**src/rtl/l1_l2_arbiter_pkg.sv**
```systemverilog
// Shared types for the L1 I/D to L2 port arbiter.
package l1_l2_arbiter_pkg;

    typedef enum logic [1:0] {
        IDLE    = 2'd0,
        SERVE_I = 2'd1,
        SERVE_D = 2'd2
    } arb_state_t;

    typedef enum logic {
        GNT_I = 1'b0,
        GNT_D = 1'b1
    } grant_t;

endpackage

```
**src/rtl/l1_l2_arbiter_if.sv**
```systemverilog
// Bundle of the L1 I-cache, L1 D-cache and L2 port signals around the arbiter.
// slave: the arbiter's view; master: the surrounding caches' view.
interface l1_l2_arbiter_if #(
    parameter int unsigned ADDR_W = 32,
    parameter int unsigned LINE_W = 256
);
    logic                  i_read;
    logic [ADDR_W-1:0]     i_addr;
    logic                  i_resp;
    logic [LINE_W-1:0]     i_rdata;

    logic                  d_read;
    logic                  d_write;
    logic [ADDR_W-1:0]     d_addr;
    logic [LINE_W-1:0]     d_wdata;
    logic [LINE_W/8-1:0]   d_mbe;
    logic                  d_resp;
    logic [LINE_W-1:0]     d_rdata;

    logic                  l2_read;
    logic                  l2_write;
    logic [ADDR_W-1:0]     l2_addr;
    logic [LINE_W-1:0]     l2_wdata;
    logic [LINE_W/8-1:0]   l2_mbe;
    logic                  l2_resp;
    logic [LINE_W-1:0]     l2_rdata;

    modport slave (
        input  i_read, i_addr, d_read, d_write, d_addr, d_wdata, d_mbe, l2_resp, l2_rdata,
        output i_resp, i_rdata, d_resp, d_rdata, l2_read, l2_write, l2_addr, l2_wdata, l2_mbe
    );

    modport master (
        output i_read, i_addr, d_read, d_write, d_addr, d_wdata, d_mbe, l2_resp, l2_rdata,
        input  i_resp, i_rdata, d_resp, d_rdata, l2_read, l2_write, l2_addr, l2_wdata, l2_mbe
    );
endinterface

```
**src/rtl/l1_l2_arb_req_reg.sv**
```systemverilog
// Registered copy of the granted L1 request; the L2 side is driven only from here.
module l1_l2_arb_req_reg
    import l1_l2_arbiter_pkg::*;
#(
    parameter int unsigned ADDR_W = 32,
    parameter int unsigned LINE_W = 256
) (
    input  logic                clk,
    input  logic                rst,
    input  logic                i_load,
    input  logic                i_clear,
    input  logic                i_rd,
    input  logic                i_wr,
    input  logic [ADDR_W-1:0]   i_addr,
    input  logic [LINE_W-1:0]   i_wdata,
    input  logic [LINE_W/8-1:0] i_mbe,
    output logic                o_rd,
    output logic                o_wr,
    output logic [ADDR_W-1:0]   o_addr,
    output logic [LINE_W-1:0]   o_wdata,
    output logic [LINE_W/8-1:0] o_mbe
);

    // Clear wins over load; clear and load never coincide in normal operation.
    always_ff @(posedge clk) begin
        if (rst || i_clear) begin
            o_rd    <= 1'b0;
            o_wr    <= 1'b0;
            o_addr  <= '0;
            o_wdata <= '0;
            o_mbe   <= '0;
        end else if (i_load) begin
            o_rd    <= i_rd;
            o_wr    <= i_wr;
            o_addr  <= i_addr;
            o_wdata <= i_wdata;
            o_mbe   <= i_mbe;
        end
    end

endmodule

```
**src/rtl/l1_l2_arbiter.sv**
```systemverilog
// Round-robin arbiter sharing the single L2 port between the L1 I-cache and D-cache.
module l1_l2_arbiter
    import l1_l2_arbiter_pkg::*;
#(
    parameter int unsigned ADDR_W = 32,
    parameter int unsigned LINE_W = 256
) (
    input  logic             clk,
    input  logic             rst,
    l1_l2_arbiter_if.slave   bus
);

    localparam int unsigned MBE_W = LINE_W / 8;

    arb_state_t          r_state;
    arb_state_t          w_state_nxt;
    grant_t              r_last_grant;

    logic                w_idle;
    logic                w_req_i;
    logic                w_req_d;
    logic                w_gnt_i;
    logic                w_gnt_d;
    logic                w_clear;

    logic                w_ld_rd;
    logic                w_ld_wr;
    logic [ADDR_W-1:0]   w_ld_addr;
    logic [LINE_W-1:0]   w_ld_wdata;
    logic [MBE_W-1:0]    w_ld_mbe;

    logic                w_rd;
    logic                w_wr;
    logic [ADDR_W-1:0]   w_addr;
    logic [LINE_W-1:0]   w_wdata;
    logic [MBE_W-1:0]    w_mbe;

    assign w_idle  = (r_state == IDLE);
    assign w_req_i = bus.i_read;
    assign w_req_d = bus.d_read | bus.d_write;

    // Grants only happen in IDLE, so a request is never re-granted in its own resp cycle.
    assign w_gnt_i = w_idle & w_req_i & (~w_req_d | (r_last_grant == GNT_D));
    assign w_gnt_d = w_idle & w_req_d & (~w_req_i | (r_last_grant == GNT_I));

    // A simultaneous d_read/d_write is treated as a write.
    assign w_ld_rd    = w_gnt_i ? 1'b1 : (bus.d_read & ~bus.d_write);
    assign w_ld_wr    = w_gnt_i ? 1'b0 : bus.d_write;
    assign w_ld_addr  = w_gnt_i ? bus.i_addr : bus.d_addr;
    assign w_ld_wdata = w_gnt_i ? '0 : bus.d_wdata;
    assign w_ld_mbe   = w_gnt_i ? '0 : bus.d_mbe;

    // Next-state selection and end-of-transaction clear.
    always_comb begin
        w_state_nxt = r_state;
        w_clear     = 1'b0;
        case (r_state)
            IDLE: begin
                if (w_gnt_i)      w_state_nxt = SERVE_I;
                else if (w_gnt_d) w_state_nxt = SERVE_D;
            end
            SERVE_I, SERVE_D: begin
                if (bus.l2_resp) begin
                    w_state_nxt = IDLE;
                    w_clear     = 1'b1;
                end
            end
            default: w_state_nxt = IDLE;
        endcase
    end

    // State register.
    always_ff @(posedge clk) begin
        if (rst) r_state <= IDLE;
        else     r_state <= w_state_nxt;
    end

    // Last-grant flop; reset to D so the I-cache wins the first tie.
    always_ff @(posedge clk) begin
        if (rst)          r_last_grant <= GNT_D;
        else if (w_gnt_i) r_last_grant <= GNT_I;
        else if (w_gnt_d) r_last_grant <= GNT_D;
    end

    l1_l2_arb_req_reg #(
        .ADDR_W (ADDR_W),
        .LINE_W (LINE_W)
    ) u_req_reg (
        .clk     (clk),
        .rst     (rst),
        .i_load  (w_gnt_i | w_gnt_d),
        .i_clear (w_clear),
        .i_rd    (w_ld_rd),
        .i_wr    (w_ld_wr),
        .i_addr  (w_ld_addr),
        .i_wdata (w_ld_wdata),
        .i_mbe   (w_ld_mbe),
        .o_rd    (w_rd),
        .o_wr    (w_wr),
        .o_addr  (w_addr),
        .o_wdata (w_wdata),
        .o_mbe   (w_mbe)
    );

    assign bus.l2_read  = ~w_idle & w_rd;
    assign bus.l2_write = ~w_idle & w_wr;
    assign bus.l2_addr  = w_addr;
    assign bus.l2_wdata = w_wdata;
    assign bus.l2_mbe   = w_mbe;

    assign bus.i_resp   = (r_state == SERVE_I) & bus.l2_resp;
    assign bus.d_resp   = (r_state == SERVE_D) & bus.l2_resp;
    assign bus.i_rdata  = bus.l2_rdata;
    assign bus.d_rdata  = bus.l2_rdata;

endmodule

```
**src/flat_wrapper.sv**
```systemverilog
// flat-port wrapper written by rule: the top's interface ports become plain ports
module l1_l2_arbiter_flat import l1_l2_arbiter_pkg::*;
#(
    parameter int unsigned ADDR_W = 32,
    parameter int unsigned LINE_W = 256
)
  (clk, rst, bus_i_read, bus_i_addr, bus_d_read, bus_d_write, bus_d_addr, bus_d_wdata, bus_d_mbe, bus_l2_resp, bus_l2_rdata, bus_i_resp, bus_i_rdata, bus_d_resp, bus_d_rdata, bus_l2_read, bus_l2_write, bus_l2_addr, bus_l2_wdata, bus_l2_mbe);
  l1_l2_arbiter_if #(.ADDR_W(ADDR_W), .LINE_W(LINE_W)) bus_i ();
  input  logic clk;
  input  logic rst;
  input wire logic [$bits(bus_i.i_read)-1:0] bus_i_read;
  input wire logic [$bits(bus_i.i_addr)-1:0] bus_i_addr;
  input wire logic [$bits(bus_i.d_read)-1:0] bus_d_read;
  input wire logic [$bits(bus_i.d_write)-1:0] bus_d_write;
  input wire logic [$bits(bus_i.d_addr)-1:0] bus_d_addr;
  input wire logic [$bits(bus_i.d_wdata)-1:0] bus_d_wdata;
  input wire logic [$bits(bus_i.d_mbe)-1:0] bus_d_mbe;
  input wire logic [$bits(bus_i.l2_resp)-1:0] bus_l2_resp;
  input wire logic [$bits(bus_i.l2_rdata)-1:0] bus_l2_rdata;
  output wire logic [$bits(bus_i.i_resp)-1:0] bus_i_resp;
  output wire logic [$bits(bus_i.i_rdata)-1:0] bus_i_rdata;
  output wire logic [$bits(bus_i.d_resp)-1:0] bus_d_resp;
  output wire logic [$bits(bus_i.d_rdata)-1:0] bus_d_rdata;
  output wire logic [$bits(bus_i.l2_read)-1:0] bus_l2_read;
  output wire logic [$bits(bus_i.l2_write)-1:0] bus_l2_write;
  output wire logic [$bits(bus_i.l2_addr)-1:0] bus_l2_addr;
  output wire logic [$bits(bus_i.l2_wdata)-1:0] bus_l2_wdata;
  output wire logic [$bits(bus_i.l2_mbe)-1:0] bus_l2_mbe;
  assign bus_i.i_read = bus_i_read;
  assign bus_i.i_addr = bus_i_addr;
  assign bus_i.d_read = bus_d_read;
  assign bus_i.d_write = bus_d_write;
  assign bus_i.d_addr = bus_d_addr;
  assign bus_i.d_wdata = bus_d_wdata;
  assign bus_i.d_mbe = bus_d_mbe;
  assign bus_i.l2_resp = bus_l2_resp;
  assign bus_i.l2_rdata = bus_l2_rdata;
  assign bus_i_resp = bus_i.i_resp;
  assign bus_i_rdata = bus_i.i_rdata;
  assign bus_d_resp = bus_i.d_resp;
  assign bus_d_rdata = bus_i.d_rdata;
  assign bus_l2_read = bus_i.l2_read;
  assign bus_l2_write = bus_i.l2_write;
  assign bus_l2_addr = bus_i.l2_addr;
  assign bus_l2_wdata = bus_i.l2_wdata;
  assign bus_l2_mbe = bus_i.l2_mbe;
  l1_l2_arbiter #(.ADDR_W(ADDR_W), .LINE_W(LINE_W)) u_core (.clk(clk), .rst(rst), .bus(bus_i));
endmodule
```
**config.mk**
```make
export PLATFORM = sky130hd
export DESIGN_NAME = l1_l2_arbiter_flat
export DESIGN_NICKNAME = d
export VERILOG_FILES = /design/src/rtl/l1_l2_arbiter_pkg.sv /design/src/rtl/l1_l2_arbiter_if.sv /design/src/rtl/l1_l2_arb_req_reg.sv /design/src/rtl/l1_l2_arbiter.sv /design/src/flat_wrapper.sv
export SDC_FILE = /design/constraint.sdc
export NUM_CORES = 1
export LEC_CHECK = 0
export BUFFER_PORTS_ARGS = -buffer_cell sky130_fd_sc_hd__buf_2
export CAP_MARGIN = 20
export CORE_AREA = 5 5 565 567
export CTS_CLUSTER_DIAMETER = 60
export DETAILED_ROUTE_END_ITERATION = 10
export DIE_AREA = 0 0 570 572
export PLACE_DENSITY = 0.3
export SLEW_MARGIN = 20
export SYNTH_ARGS = -nofsm -noshare
export SYNTH_HDL_FRONTEND = slang
export SYNTH_HIERARCHICAL = 1
export SYNTH_SLANG_ARGS = --single-unit
```
**constraint.sdc**
```tcl
create_clock -name clk -period 4.88 [get_ports clk]
set_input_delay 0.732 -clock clk [delete_from_list [all_inputs] [get_ports clk]]
set_output_delay 0.732 -clock clk [all_outputs]
set_load 0.005 [all_outputs]
```
Word-level counts from Yosys, hierarchy flattened
Cells that the tools add are included.
Widths: inputs -> output; s select.
{ "word_totals": {"in_bits": 614, "register_bits": 325} }
{ "classes": {"bitwise_logic": 18, "mux": 13, "n_reduce_logical": 5, "eq_ne": 4} }
{ "ops": {"columns": ["operator", "count"], "rows": [
  ["$mux 256", 1],
  ["$mux 32", 2],
  ["$and 1x1->1", 9],
  ["$mux 1", 6],
  ["$mux 2", 3],
  ["$not 1->1", 5],
  ["$or 1x1->1", 4],
  ["$pmux 2 s2", 1],
  ["$ne 3x3->1 const B", 1],
  ["$eq 2x1->1 const B", 1],
  ["$eq 2x2->1 const B", 1],
  ["$logic_not 2->1", 1],
  ["$ne 2x2->1 const B", 1],
  ["$reduce_and 2->1", 1],
  ["$reduce_bool 2->1", 1],
  ["$reduce_or 2->1", 1],
  ["$logic_or 1x1->1", 1]
]} }

Longest topological paths before layout
{ "logic_depth": {"ltp_word": 6, "mapped_depth": 10} }

Cells and area by module
Netlist, hierarchy kept.
{ "by_module_without_submodules": {"columns": ["module", "n_inst", "seq_area_each_um2", "cells_each", "area_per_inst_um2"], "rows": [
  ["l1_l2_arb_req_reg", 1, 6446.2, 1039, 11636.2],
  ["l1_l2_arbiter", 1, 60.1, 898, 6769.0]
]} }

Worst setup path before layout
OpenSTA, ideal clock, no wires.
{ "synth_path": {"path_type": "input to register", "start": "input bus_d_write", "end": "register u_core.u_req_reg.o_addr[30]", "setup_slack_ps": 2875, "t_required_ps": 4752, "stages": 7, "arrival_ps": 1877, "n_path_buf": 2, "cell_sequence": "o21ba_1 > or2_1 > buf_6 > buf_6 > mux2_4 > mux2i_1 > nor2_1"} }
{ "synth_between": {"elab_chain_len": 5} }
{ "synth_rtl": {"columns": ["item", "line", "rtl"], "rows": [
  ["start, declared", "flat_wrapper.sv:14", "input wire logic [$bits(bus_i.d_write)-1:0] bus_d_write;"],
  ["$or 1x1->1", "l1_l2_arbiter.sv:40", "assign w_req_d = bus.d_read | bus.d_write;"],
  ["$not 1->1", "l1_l2_arbiter.sv:43", "assign w_gnt_i = w_idle & w_req_i & (~w_req_d | (r_last_grant == GNT_D));"],
  ["$or 1x1->1", "l1_l2_arbiter.sv:43", null],
  ["$and 1x1->1", "l1_l2_arbiter.sv:43", null],
  ["$mux 32", "l1_l2_arbiter.sv:49", "assign w_ld_addr = w_gnt_i ? bus.i_addr : bus.d_addr;"],
  ["via u_core.w_ld_addr[30]", "l1_l2_arbiter.sv:28", "logic [ADDR_W-1:0] w_ld_addr;"],
  ["end signal, assigned", "l1_l2_arb_req_reg.sv:35", "o_addr <= i_addr;"],
  ["end, declared", "l1_l2_arb_req_reg.sv:19", "output logic [ADDR_W-1:0] o_addr,"]
]} }
The timed path passes the listed nets, and every way through them passes these cells.
A chain may end at the register's enable or synchronous reset.

Worst setup path after layout
{ "layout_path": {"start": "register u_core.r_state[0]", "end": "register u_core.u_req_reg.o_addr[1]"} }
{ "layout_between": {"elab_chain_len": 4} }
{ "layout_rtl": {"columns": ["item", "line", "rtl"], "rows": [
  ["start, declared", "l1_l2_arbiter.sv:15", "arb_state_t r_state;"],
  ["start signal, assigned", "l1_l2_arbiter.sv:75", "else r_state <= w_state_nxt;"],
  ["$logic_not 2->1", "l1_l2_arbiter.sv:38", "assign w_idle = (r_state == IDLE);"],
  ["$and 1x1->1 (2 in series)", "l1_l2_arbiter.sv:43", null],
  ["$mux 32", "l1_l2_arbiter.sv:49", null],
  ["via u_core.w_ld_addr[1]", "l1_l2_arbiter.sv:28", null]
]} }
The timed path passes the listed nets, and every way through them passes these cells.

==> flow_summary.ini <==
[outcome]
status = finished clean

[synth]
ys.flop_type = dfxtp_1
synth.distinct_cells = 25
synth_sequential_area_ratio_pct = 35.35
synth_area_leaders = dfxtp_1, buf_4, mux2i_1
synth.avg_cell_area_um2 = 9.502
netlist_instances = 1937
synth_nets = 2554
synth_warnings = 6
yosysTopAreaCellShare_pct = 35.35
synth_largest_area_cell = dfxtp_1
synth.most_common_cell = buf_4
ys_top_cells_by_count = buf_4, dfxtp_1, mux2i_1, nor2_1, and2_1
ys_ff_latch = 325
synth-edff-count = 0
async_reset_ff_share_pct = 0
syn_area_um2 = 18410

[placed_design]
dpl.hpwl_um = 141300
finalWeightedCongestion = 0.6895
detailed_place.area_um2 = 22280
numPortBuffers = 681

[clock_network]
cts_resized = 0
clock_latency_ps = 700
clk_path_buf_depth = 3
cts_inserted_buffers = 61
cts_tree = done
cts.sinks = 325
h-tree-depth = 2
clk_pin_slew_worst_paths_ps = 50
postCtsSetupBuffers = 0
clock-root-buffer = clkbuf_16
cts_hold_buffers = 0

[die]
pin_count = 1450
die_w_um = 570
start_util_pct = 5.868
fp.dieH_um = 572
dieArea_um2 = 326000
core_area_um2 = 313700
num_rows = 206

[critical_path]
worst_ep_required_time_ps = 5430
critPathLaunchType = flip-flop
cp_max_fo = 68
critPathBufInv = 2
crit_family = simple AND/OR/NAND/NOR gates
crit_arrival_ps = 3460
endpoint_kind = flip-flop
slowest_delay_ps = 690
worstPathCellList = inv_1, ha_1, nand2_1, or2_4, buf_4, mux2_4, mux2i_1, nor2_1
cp_slowest_cell = or2_4
criticalPathCategory = flip-flop to flip-flop

[global_route]
antenna_found_initial = 158
grt-ovfl-total = 0
grt_usage_pct = 9.451
grt_pass1_wl_um = 192200
grt_max_degree = 74
grt_pass1_vias = 14350

[routing]
wl_met2_um = 61540
wl_met3_um = 32170
routed_wl_um = 161600
drt-met1-wl_um = 62970
wl_per_cell_um = 25.54
vias_per_cell = 2.200
drtPass1Iterations = 4
drt_iter0_drc = 435
postRouteAntennaNets = 0
drt_drc_violations_left = 0
highest_layer = met5
via_count = 13920

[final_layout]
drive_gt1_share_pct = 39.51
area_delta_synth_final_pct = 32.64
final_area_um2 = 24410
multi_input_area_um2 = 6908
fillers = 36790
nets = 2694
regArea_um2 = 6506

[sta]
tns_ps = 0
relSlewSlack_pct = 32.29
finalSetupViolations = 0
max_freq_mhz = 343.3
rsz0062_at_grt = false
worstMarginPinSlew_ps = 1016
finalCriticalPeriod_ps = 2913
final.setup_skew_ps = 28.78
finalMaxSlewViolations = 0
hold_viol = 0
finalHoldWorstSlack_ps = 312.8
period_share_pct = 59.69

[power_and_ir_drop]
power.total_mw = 12.45
cellLeakagePower_nw = 10.75
p_int_mw = 7.502
p_sw_share_pct = 39.75
p_switching_mw = 4.950
powerDensity_nw_per_um2 = 510.1
peakVddDrop_mv = 0.3239
seq_power_share_pct = 28.1
pwr-share-clk_pct = 34.6
p_comb_share_pct = 37.2

[job]
cap_violations = 0

[hold_path]
hold_path.class = input pin to flip-flop
==> layer usage <==
layer  up-vias  global-route usage [%]
li1       6010                       -
met1      6223                   10.73
met2      1278                   13.01
met3       395                   8.552
met4        12                   1.837
met5         -                  0.6320
==> worst paths after layout <==
path,start,end,slack [ps],depth (start not counted)
setup / recovery,u_core/r_state[0],u_core/u_req_reg/o_addr[1],1970,8
hold / removal,rst,u_core/r_state[1],310,2
setup reg to reg,u_core/r_state[0],u_core/u_req_reg/o_addr[1],1970,8
hold reg to reg,u_core/u_req_reg/o_wdata[114],u_core/u_req_reg/o_wdata[114],480,2
==> power groups by stage <==
stage	Combinational, mW	Sequential, mW	Clock, mW
2_1_floorplan	2.97	3.57	0
3_3_place_gp	4.88	3.55	0
3_5_place_dp	4.89	3.56	0
4_1_cts	4.90	3.52	4.56
5_1_grt	5.22	3.58	4.62
6_report	4.63	3.51	4.31
==> cell type report <==
class / count / area share (%)
Clock buffer: 72 / 6.709
Inverter: 3 / 0.04613
Clock inverter: 40 / 1.604
Timing Repair Buffer: 697 / 14.97
Antenna cell: 40 / 0.4100
Tap cell: 4160 / 21.32
Sequential cell: 325 / 26.65
Multi-Input combinational cell: 989 / 28.30
==> kinds of logic after synthesis <==
kind of cell | synth area share, %
AOI/OAI and AO/OA | 0.3399
adders and majority gates | 0.2040
buffers and inverters | 27.15
DFF | 35.35
muxes | 20.12
and+or+nand+nor | 16.83
==> placed cells by master, fill, tap and decap left out, drive strengths merged <==
cell type / n
o31ai: 1
a211oi: 1
dfxtp: 325
clkinvlp: 9
o31a: 1
clkinv: 18
o21ba: 1
nor2: 322
nand2: 1
clkbuf: 72
or4b: 1
or2: 2
buf: 697
a21oi: 1
nand2b: 1
ha: 3
and2: 292
mux2: 32
mux2i: 322
bufinv: 3
diode: 40
nor3: 1
nor2b: 4
a221o: 1
a211o: 1
inv: 13
o21ai: 1
==> flip-flops by register name, indices dropped and copies added, names as in the netlist <==
name and cells:
u_core/u_req_reg/o_addr 32, u_core/u_req_reg/o_wdata 256, u_core/u_req_reg/o_mbe 32, u_core/r_last_grant 1, u_core/u_req_reg/o_rd 1, u_core/u_req_reg/o_wr 1
u_core/r_state 2
==> through the flow <==
stage	setup slack [ps]	utilization, %	std cells
finish	1967	7.783	6326
global route	1746	7.751	6286
CTS	1891	7.751	6286
detailed placement	1677	7.104	6174
global placement	1610	7.104	6174
floorplan	2875	-	1937
(Power assumes the default switching activity.)
